[config.mk]
export PLATFORM = sky130hd
export DESIGN_NAME = fetch_queue_flat
export DESIGN_NICKNAME = d
export VERILOG_FILES = /design/src/rtl/fetch_pkg.sv /design/src/rtl/fetch_queue_if.sv /design/src/rtl/fq_ctrl.sv /design/src/rtl/fetch_queue.sv /design/src/flat_wrapper.sv
export SDC_FILE = /design/constraint.sdc
export NUM_CORES = 1
export LEC_CHECK = 0
export BUFFER_PORTS_ARGS = -buffer_cell sky130_fd_sc_hd__buf_2
export CORE_MARGIN = 4
export CORE_UTILIZATION = 45
export DETAILED_ROUTE_END_ITERATION = 8
export PLACE_DENSITY = 0.69
export SLEW_MARGIN = 20
export SYNTH_ARGS = -nofsm -noshare
export SYNTH_HDL_FRONTEND = slang
export SYNTH_SLANG_ARGS = --single-unit
[constraint.sdc]
create_clock -name clk -period 2.7 [get_ports clk]
set_input_delay 0.135 -clock clk [delete_from_list [all_inputs] [get_ports clk]]
set_output_delay 0.135 -clock clk [all_outputs]
set_load 0.01 [all_outputs]
[src/rtl/fetch_pkg.sv]
// Shared types for the fetch-to-decode instruction queue.
// Entry layout is common to the storage array and the Decode register.
package fetch_pkg;

    localparam int FQ_WIDTH = 32;

    localparam logic [FQ_WIDTH-1:0] NOP_INSTR = 32'h0000_0000;

    typedef struct packed {
        logic [FQ_WIDTH-1:0] instr;
        logic [FQ_WIDTH-1:0] pcplus4;
    } fq_entry_t;

endpackage

[src/rtl/fetch_queue_if.sv]
// Fetch/decode-side handshake and status bundle for the fetch queue.
// master drives fetch words and decode control; slave is the queue itself.
interface fetch_queue_if #(
    parameter int DEPTH = 4,
    parameter int WIDTH = 32
);
    logic [WIDTH-1:0]               instrF;
    logic [WIDTH-1:0]               pcplus4F;
    logic                           validF;
    logic                           readyF;
    logic                           stallD;
    logic                           flushQ;
    logic [WIDTH-1:0]               instrD;
    logic [WIDTH-1:0]               pcplus4D;
    logic                           validD;
    logic [$clog2(DEPTH+1)-1:0]     countQ;

    modport master (
        output instrF, pcplus4F, validF, stallD, flushQ,
        input  readyF, instrD, pcplus4D, validD, countQ
    );

    modport slave (
        input  instrF, pcplus4F, validF, stallD, flushQ,
        output readyF, instrD, pcplus4D, validD, countQ
    );

endinterface

[src/rtl/fq_ctrl.sv]
// Pointer/occupancy control for fetch_queue: push, pop, bypass and flush decisions.
// Zero-latency decisions from registered count; readyF drops only when full, never on stallD.
module fq_ctrl #(
    parameter  int DEPTH = 4,
    localparam int PW    = $clog2(DEPTH),
    localparam int CW    = $clog2(DEPTH + 1)
) (
    input  logic          clk,
    input  logic          reset,
    input  logic          validF,
    input  logic          stallD,
    input  logic          flushQ,
    output logic          readyF,
    output logic [CW-1:0] countQ,
    output logic [PW-1:0] wr_ptr,
    output logic [PW-1:0] rd_ptr,
    output logic          wr_en,
    output logic          pop,
    output logic          bypass,
    output logic          d_load
);

    localparam logic [CW-1:0] DEPTH_C = CW'(DEPTH);

    logic [CW-1:0] count;
    logic          full;
    logic          empty;
    logic          push_acc;
    logic          advance;

    // A push is refused while full even if a pop frees a slot the same cycle.
    always_comb begin
        full     = (count == DEPTH_C);
        empty    = (count == '0);
        readyF   = ~full;
        push_acc = validF & ~full & ~flushQ;
        advance  = ~stallD & ~flushQ;
        pop      = advance & ~empty;
        bypass   = advance & empty & push_acc;
        wr_en    = push_acc & ~bypass;
        d_load   = advance;
    end

    assign countQ = count;

    always_ff @(posedge clk or negedge reset) begin
        if (!reset) begin
            count  <= '0;
            wr_ptr <= '0;
            rd_ptr <= '0;
        end else if (flushQ) begin
            count  <= '0;
            wr_ptr <= '0;
            rd_ptr <= '0;
        end else begin
            if (wr_en)
                wr_ptr <= wr_ptr + PW'(1);
            if (pop)
                rd_ptr <= rd_ptr + PW'(1);
            case ({wr_en, pop})
                2'b10:   count <= count + CW'(1);
                2'b01:   count <= count - CW'(1);
                default: count <= count;
            endcase
        end
    end

endmodule

[src/rtl/fetch_queue.sv]
// Fetch-to-decode decoupling queue feeding the Decode register; 1-cycle push-to-instrD when empty.
// Absorbs decode stalls up to DEPTH words; readyF low only when full; flushQ empties everything.
module fetch_queue
    import fetch_pkg::*;
#(
    parameter int DEPTH = 4,
    parameter int WIDTH = FQ_WIDTH
) (
    input  logic          clk,
    input  logic          reset,
    fetch_queue_if.slave  fq
);

    localparam int PW = $clog2(DEPTH);
    localparam int CW = $clog2(DEPTH + 1);

    fq_entry_t     mem [DEPTH];
    fq_entry_t     in_e;
    fq_entry_t     d_q;
    logic          d_vld;
    logic [PW-1:0] wr_ptr;
    logic [PW-1:0] rd_ptr;
    logic          wr_en;
    logic          pop;
    logic          bypass;
    logic          d_load;

    fq_ctrl #(.DEPTH(DEPTH)) u_ctrl (
        .clk    (clk),
        .reset  (reset),
        .validF (fq.validF),
        .stallD (fq.stallD),
        .flushQ (fq.flushQ),
        .readyF (fq.readyF),
        .countQ (fq.countQ),
        .wr_ptr (wr_ptr),
        .rd_ptr (rd_ptr),
        .wr_en  (wr_en),
        .pop    (pop),
        .bypass (bypass),
        .d_load (d_load)
    );

    assign in_e = '{instr: fq.instrF, pcplus4: fq.pcplus4F};

    // Storage carries no reset; only slots between rd_ptr and wr_ptr are ever read.
    always_ff @(posedge clk) begin
        if (wr_en)
            mem[wr_ptr] <= in_e;
    end

    always_ff @(posedge clk or negedge reset) begin
        if (!reset) begin
            d_q   <= '{instr: NOP_INSTR, pcplus4: '0};
            d_vld <= 1'b0;
        end else if (fq.flushQ) begin
            d_q   <= '{instr: NOP_INSTR, pcplus4: '0};
            d_vld <= 1'b0;
        end else if (d_load) begin
            if (pop) begin
                d_q   <= mem[rd_ptr];
                d_vld <= 1'b1;
            end else if (bypass) begin
                d_q   <= in_e;
                d_vld <= 1'b1;
            end else begin
                d_q   <= '{instr: NOP_INSTR, pcplus4: '0};
                d_vld <= 1'b0;
            end
        end
    end

    assign fq.instrD   = d_q.instr;
    assign fq.pcplus4D = d_q.pcplus4;
    assign fq.validD   = d_vld;

endmodule

[src/flat_wrapper.sv]
// flat-port wrapper written by rule: the top's interface ports become plain ports
module fetch_queue_flat import fetch_pkg::*;
#(
    parameter int DEPTH = 4,
    parameter int WIDTH = FQ_WIDTH
)
  (clk, reset, fq_instrF, fq_pcplus4F, fq_validF, fq_stallD, fq_flushQ, fq_readyF, fq_instrD, fq_pcplus4D, fq_validD, fq_countQ);
  fetch_queue_if #(.DEPTH(DEPTH), .WIDTH(WIDTH)) fq_i ();
  input  logic clk;
  input  logic reset;
  input wire logic [$bits(fq_i.instrF)-1:0] fq_instrF;
  input wire logic [$bits(fq_i.pcplus4F)-1:0] fq_pcplus4F;
  input wire logic [$bits(fq_i.validF)-1:0] fq_validF;
  input wire logic [$bits(fq_i.stallD)-1:0] fq_stallD;
  input wire logic [$bits(fq_i.flushQ)-1:0] fq_flushQ;
  output wire logic [$bits(fq_i.readyF)-1:0] fq_readyF;
  output wire logic [$bits(fq_i.instrD)-1:0] fq_instrD;
  output wire logic [$bits(fq_i.pcplus4D)-1:0] fq_pcplus4D;
  output wire logic [$bits(fq_i.validD)-1:0] fq_validD;
  output wire logic [$bits(fq_i.countQ)-1:0] fq_countQ;
  assign fq_i.instrF = fq_instrF;
  assign fq_i.pcplus4F = fq_pcplus4F;
  assign fq_i.validF = fq_validF;
  assign fq_i.stallD = fq_stallD;
  assign fq_i.flushQ = fq_flushQ;
  assign fq_readyF = fq_i.readyF;
  assign fq_instrD = fq_i.instrD;
  assign fq_pcplus4D = fq_i.pcplus4D;
  assign fq_validD = fq_i.validD;
  assign fq_countQ = fq_i.countQ;
  fetch_queue #(.DEPTH(DEPTH), .WIDTH(WIDTH)) u_core (.clk(clk), .reset(reset), .fq(fq_i));
endmodule
[Word-level counts from Yosys, hierarchy flattened]
Memories as Yosys holds them, arrays and structs flattened.
Index checks and enable logic that the tools add are counted.
W data, S select, Z words.
Cells by class
  add/sub/neg operators: 4
  eq/ne operators: 3
  mux-type cells: 16
  bitwise logic cells: 12
  reduce and logical (&&, ||, !) cells: 5
Operators with widths (count)
  $mux W64: 4
  $mux W2: 4
  $and A1 B1 Y1: 7
  $mux W1: 6
  $pmux W3 S2: 1
  $reduce_bool A2 Y1: 3
  $not A1 Y1: 5
  $add A2 B1 Y2 const B: 2
  $add A3 B1 Y3 const B: 1
  $eq A3 B3 Y1 const B: 1
  $logic_not A3 Y1: 1
  $mux W3: 1
  $reduce_bool A3 Y1: 1
  $sub A3 B1 Y3 const B: 1
  $eq A2 B1 Y1 const B: 1
  $eq A2 B2 Y1 const B: 1
Storage, ports and cells
  flip-flop bits (word level): 72
  bits in writable memories: 256
  input port bits: 69
  output and inout bits: 69
  logic and storage cells: 47
  memories kept: 1
Memories
  u_core.mem: words 4, width 64, read ports 1, clocked after memory_dff 0, write ports 1, RTL line fetch_queue.sv:17  | fq_entry_t mem [DEPTH];

[Depth between registers and ports, before layout]
  depth after elaboration: 10
  mapped depth: 7
  depth with buffers taken out: 7

[Modules after synthesis]
From an unflattened synthesis, not the netlist that was laid out.
Unflattened totals
  cells, all modules: 834
  area total of the unflattened synthesis: 13481.7 µm²
By module, submodules not included
  fetch_queue: times used 1, cells an instance 772, area each 12902.4 µm²
  fq_ctrl: times used 1, cells an instance 62, area each 579.3 µm²

[Least setup slack after synthesis]
OpenSTA, ideal clock, no wires.
  path kind: flip-flop to flip-flop
  start: reg u_core.u_ctrl.count[0] (netlist: u_core.u_ctrl.countQ[0])
  end: mem u_core.mem[2][0] (netlist bit) (enable)
  arrival time: 2444 ps
  data required time: 2271 ps
  path slack: -173 ps
  stages on the path, launching flop included: 4
  path buffers: 0
  cell sequence: dfrtp_1 > a211oi_1 > nor3b_1 > and2_1
Between the ends
  longest elaborated chain between the ends: 9
RTL lines
  from (decl): RTL line fq_ctrl.sv:25  | logic [CW-1:0] count;
  from (signal assigned): RTL line fq_ctrl.sv:61  | 2'b10: count <= count + CW'(1);
  from (signal assigned): RTL line fq_ctrl.sv:62  | 2'b01: count <= count - CW'(1);
  from (signal assigned): RTL line fq_ctrl.sv:63  | default: count <= count;
  $eq A3 B3 Y1: RTL line fq_ctrl.sv:33  | full = (count == DEPTH_C);
  $not A1 Y1: RTL line fq_ctrl.sv:36  | push_acc = validF & ~full & ~flushQ;
  $and A1 B1 Y1 (2 in series): RTL line fq_ctrl.sv:36
  $and A1 B1 Y1: RTL line fq_ctrl.sv:39  | bypass = advance & empty & push_acc;
  $not A1 Y1: RTL line fq_ctrl.sv:40  | wr_en = push_acc & ~bypass;
  $and A1 B1 Y1 *: RTL line fq_ctrl.sv:40
  $mux W1 *: RTL line fetch_queue.sv:48  | if (wr_en)
  $mux W1 (implied by the code) *: RTL line fetch_queue.sv:49  | mem[wr_ptr] <= in_e;
  to (decl): RTL line fetch_queue.sv:17
Mark *: on every way between the ends. The rest lies on a longest branch, timed or not.

[Final worst setup path]
  start: reg u_core.u_ctrl.count[0] (netlist: u_core.u_ctrl.countQ[0])
  end: reg u_core.u_ctrl.count[2] (netlist: u_core.u_ctrl.countQ[2])
Between the ends
  longest elaborated chain between the ends: 10
RTL lines
  $eq A3 B3 Y1: RTL line fq_ctrl.sv:33
  $not A1 Y1: RTL line fq_ctrl.sv:36
  $and A1 B1 Y1 (2 in series): RTL line fq_ctrl.sv:36
  $and A1 B1 Y1: RTL line fq_ctrl.sv:39
  $not A1 Y1: RTL line fq_ctrl.sv:40
  $and A1 B1 Y1: RTL line fq_ctrl.sv:40
  $eq A2 B1 Y1 / $eq A2 B2 Y1 (equally long branches): RTL line fq_ctrl.sv:60  | case ({wr_en, pop})
  $pmux W3 S2: RTL line fq_ctrl.sv:60
  $mux W3: RTL line fq_ctrl.sv:51  | end else if (flushQ) begin
Several ways; a longest one is shown, not always the timed one.
A chain may end at the register's enable or synchronous reset.

==> run summary <==
The flow ran to the end, and the final reports show no timing, DRC or antenna violations. The delay of the slowest cell on the worst path was 0.49 ns. The HPWL after detailed placement is 15400 um.

Along the worst path, the maximum fanout reaches 10. The tools report the number of routed nets with antenna violations as 0. For the data arrival time of the critical path, the log shows 2.68 ns.

The number of antenna diodes in the final layout is 0. The power density relative to cell area is 725 mW/mm^2, and the via count is 6734. Clock-pin slew was measured on the worst setup and hold paths at 0.06 ns.

The tools report the worst clock skew as 0.0155 ns. The per-instance average area after synthesis is 20.3 um^2. The first-pass GRT wire length is 41500 um. Final critical delay including setup and external delays: 2.32 ns.

The number of unique standard cell types used by synthesis came out at 34. The logs give 7383 for the via count of the first global-routing pass and 0 for the post-CTS setup buffer count. After detailed routing, the wire length on met1 is 10700 um. The source-to-sink clock delay at the later pin of the worst-skew pair was 0.50 ns; the count of yosys warnings during synthesis was 0. The worst setup path is captured at a flip-flop. Counting flops with a built-in enable in the synthesized netlist gives 256. Prior to clock tree synthesis, the placed netlist has a worst setup slack of 0.403 ns. TritonCTS built the clock tree. Adding up every negative setup slack in the final design gives 0 ns. The leading cell type in the layout, fill and taps excluded is sky130_fd_sc_hd__edfxtp_1. The worst-case reg-to-reg path depth works out to 7. The initial utilization of the core area, before any placement, comes to 45.8%.

The DRC violation total after the first TritonRoute iteration is 778, and the die boundary width is 174 um. The number of endpoints with negative hold slack in the final report is 0. Total of flip-flops plus latches after synthesis: 328. Buffers inserted to repair hold after CTS numbered 65. Clock tree synthesis found a total of 328 sinks. The commonest register cell after synthesis is sky130_fd_sc_hd__edfxtp_1. The logs give 26100 um for the wire length reported by the detailed router and 1550 um for the detailed-routed wire length on met3. The run gives 0 as the final setup violation count. The worst setup path is of the reg -> reg kind.

The top cell type's share of synthesized area came out at 62.2%. The longest clock path from root to sink contains 3 buffers. The pin count of the biggest net entering global routing was 36. Of the synthesized area, sequential elements account for 76.8%. Relative to the synthesized area, the layout overhead comes to 24.1%. The leakage power total was 6.04 nW; the first-pass iteration count of the detailed router was 7. The share of final-layout standard cells stronger than drive strength 1 works out to 33.6%. IR analysis of the VDD net gives a maximum drop of 701 uV.

The tools report the post-layout net count as 906. In the finished design, the share of the clock period the worst path needs comes to 85.8%. Once routing completed, OpenROAD measured the worst setup slack at 0.383 ns. The proportion of register bits with asynchronous set or reset after synthesis was 22.0%.

The synthesized design spends more area on one cell type than any other, namely sky130_fd_sc_hd__edfxtp_1. The total track usage was 17.3%. The floorplan step defined a die boundary enclosing 0.0302 mm^2. In this run the tightest slew margin relative to its limit is 67.0%. Summed over all layers, the global routing overflow is 0. The cell count after synthesis came out at 608.

The total number of H-tree levels was 2. After detailed routing, the number of remaining DRC violations is 0. The number of port buffers is 137. In the final layout, the multi-input gates occupy 0.00248 mm^2. In the post-synthesis netlist, the biggest area contributors are sky130_fd_sc_hd__edfxtp_1 (62%), sky130_fd_sc_hd__dfrtp_1 (15%), sky130_fd_sc_hd__mux4_2 (12%). In this run, CTS created clock tree buffers numbering 34. Max-slew violation count: 0. The signal on the critical path passes through or3b_4, a2111oi_4, fa_1, nand3_1, o21bai_1, a31oi_1, nor3_1.

The layout has 2005 filler cells. The routed length per placed instance works out to 21.8 um. Setup repair after global routing left no endpoint under its margin.

Using the TritonRoute via totals, the vias-per-cell ratio works out to 5.62. For this design, the slowest cell found on the critical path is sky130_fd_sc_hd__dfrtp_1. The slew at the pin with the worst max-slew slack is 0.495 ns. Number of resized instances in the post-cts repair step: 0. The region available for standard cell placement spans 0.0270 mm^2.

Counting instances, the worst hold path has a depth of 2. The y dimension of the die was 174 um. The worst setup path is launched from a flip-flop. The logs give 56.9% for the final cell utilization of the core and 3.06 ns for the worst path required time.

Counting every net in the synthesized netlist gives 682. The path class of the tightest hold or removal check is in -> reg. Timing would allow up to 432 MHz. Registers take 0.00949 mm^2. The run gives 0 as the number of antenna violations at the first check in global routing. In the detailed route, the total length drawn on met2 is 13500 um.

At the end of routability-driven placement, the weighted congestion stood at 0.766. 138 I/O pins were placed. Row generation in the floorplan step produced 60 rows. For the total standard cell area after synthesis, the log shows 0.0124 mm^2. In the layout the commonest cells are sky130_fd_sc_hd__edfxtp_1 (256), sky130_fd_sc_hd__buf_2 (136), sky130_fd_sc_hd__dfrtp_1 (70).

Clock tree synthesis selected as its root buffer the cell sky130_fd_sc_hd__clkbuf_16. The number of max-cap violations was 0. The highest layer touched by signal routing is met4.
-- critical path: cells and delay by family, from the launching register on --
family                     cells  cell delay (ns)
AOI/OAI and AO/OA              3             0.76
and+or+nand+nor                3             0.64
DFF                            1             0.49
adders and majority gates      1             0.30
-- flip-flops by register name, summed over array words and instances, names as in the netlist --
signal                flops
u_core.fq.validD          1
u_core.fq.instrD         32
u_core.u_ctrl.rd_ptr      2
u_core.mem              256
u_core.fq.pcplus4D       32
u_core.u_ctrl.countQ      3
u_core.u_ctrl.wr_ptr      2
-- layer usage --
layer | vias to the layer above | global-route usage [%]
li1 | 2949 | -
met5 | - | 0
met4 | 0 | 4.35
met3 | 32 | 3.25
met2 | 249 | 29.9
met1 | 3504 | 23.0
-- path summary, 6_finish.rpt --
path / end / startpoint / slack, ns
min: u_core.u_ctrl.wr_ptr[0] / fq_flushQ / 0.03
min reg2reg: u_core.fq.pcplus4D[2] / u_core.fq.pcplus4D[2] / 0.51
max: u_core.u_ctrl.countQ[2] / u_core.u_ctrl.countQ[0] / 0.38
min in group asynchronous: u_core.fq.instrD[25] / reset / 0.10
max in group asynchronous: u_core.fq.pcplus4D[6] / reset / 1.80
max reg2reg: u_core.u_ctrl.countQ[2] / u_core.u_ctrl.countQ[0] / 0.38
-- power by group --
| group | switching [mW] | leakage [nW] | internal (mW) | total (mW) |
|---|---|---|---|---|
| Clock | 1.81 | 0.522 | 2.58 | 4.39 |
| Sequential | 0.0912 | 3.29 | 5.65 | 5.74 |
| Combinational | 0.514 | 2.23 | 0.458 | 0.972 |
| Total | 2.42 | 6.04 | 8.69 | 11.1 |
-- synthesized netlist by cell type (all sizes together), types with 2 or more instances --
cell type / instances
clkbuf: 23
mux4: 64
a31oi: 2
nor3: 3
mux2i: 2
inv: 68
dfrtp: 72
a21oi: 2
nor2b: 2
nor3b: 2
buf: 15
and2: 4
ha: 4
nor2: 6
or3: 2
edfxtp: 256
xnor2: 2
a222oi: 64
nand2b: 2
-- through the flow --
stage	instance area, um^2	hold WS (ns)	power (mW)	instances
global placement	13600	0.0725	6.71	1072
finish	15300	0.0291	11.1	1198
detailed placement	13600	0.0838	6.75	1072
global route	15300	0.0326	11.6	1198
CTS	15300	0.00625	11.2	1198
floorplan	12400	-0.161	6.33	608
-- layout make-up --
cell class	count	share of cell area, %
Multi-Input combinational cell	174	16.2
Sequential cell	328	62.0
Inverter	68	1.67
Timing Repair Buffer	226	10.5
Clock inverter	17	0.751
Tap cell	341	2.78
Clock buffer	44	6.20
-- logic make-up (layout without fill, tap and decap cells) --
logic type | after synthesis | count (layout) | share of synthesized area (%)
xor gates and xnor gates | 2 | 2 | 0.142
muxes | 67 | 67 | 11.9
DFF | 328 | 328 | 76.8
AOI/OAI and AO/OA | 75 | 75 | 5.97
and+or+nand+nor | 25 | 25 | 1.25
adders and majority gates | 5 | 5 | 0.567
buffers and inverters | 106 | 355 | 3.33
Power figures use the tool's default switching activity.
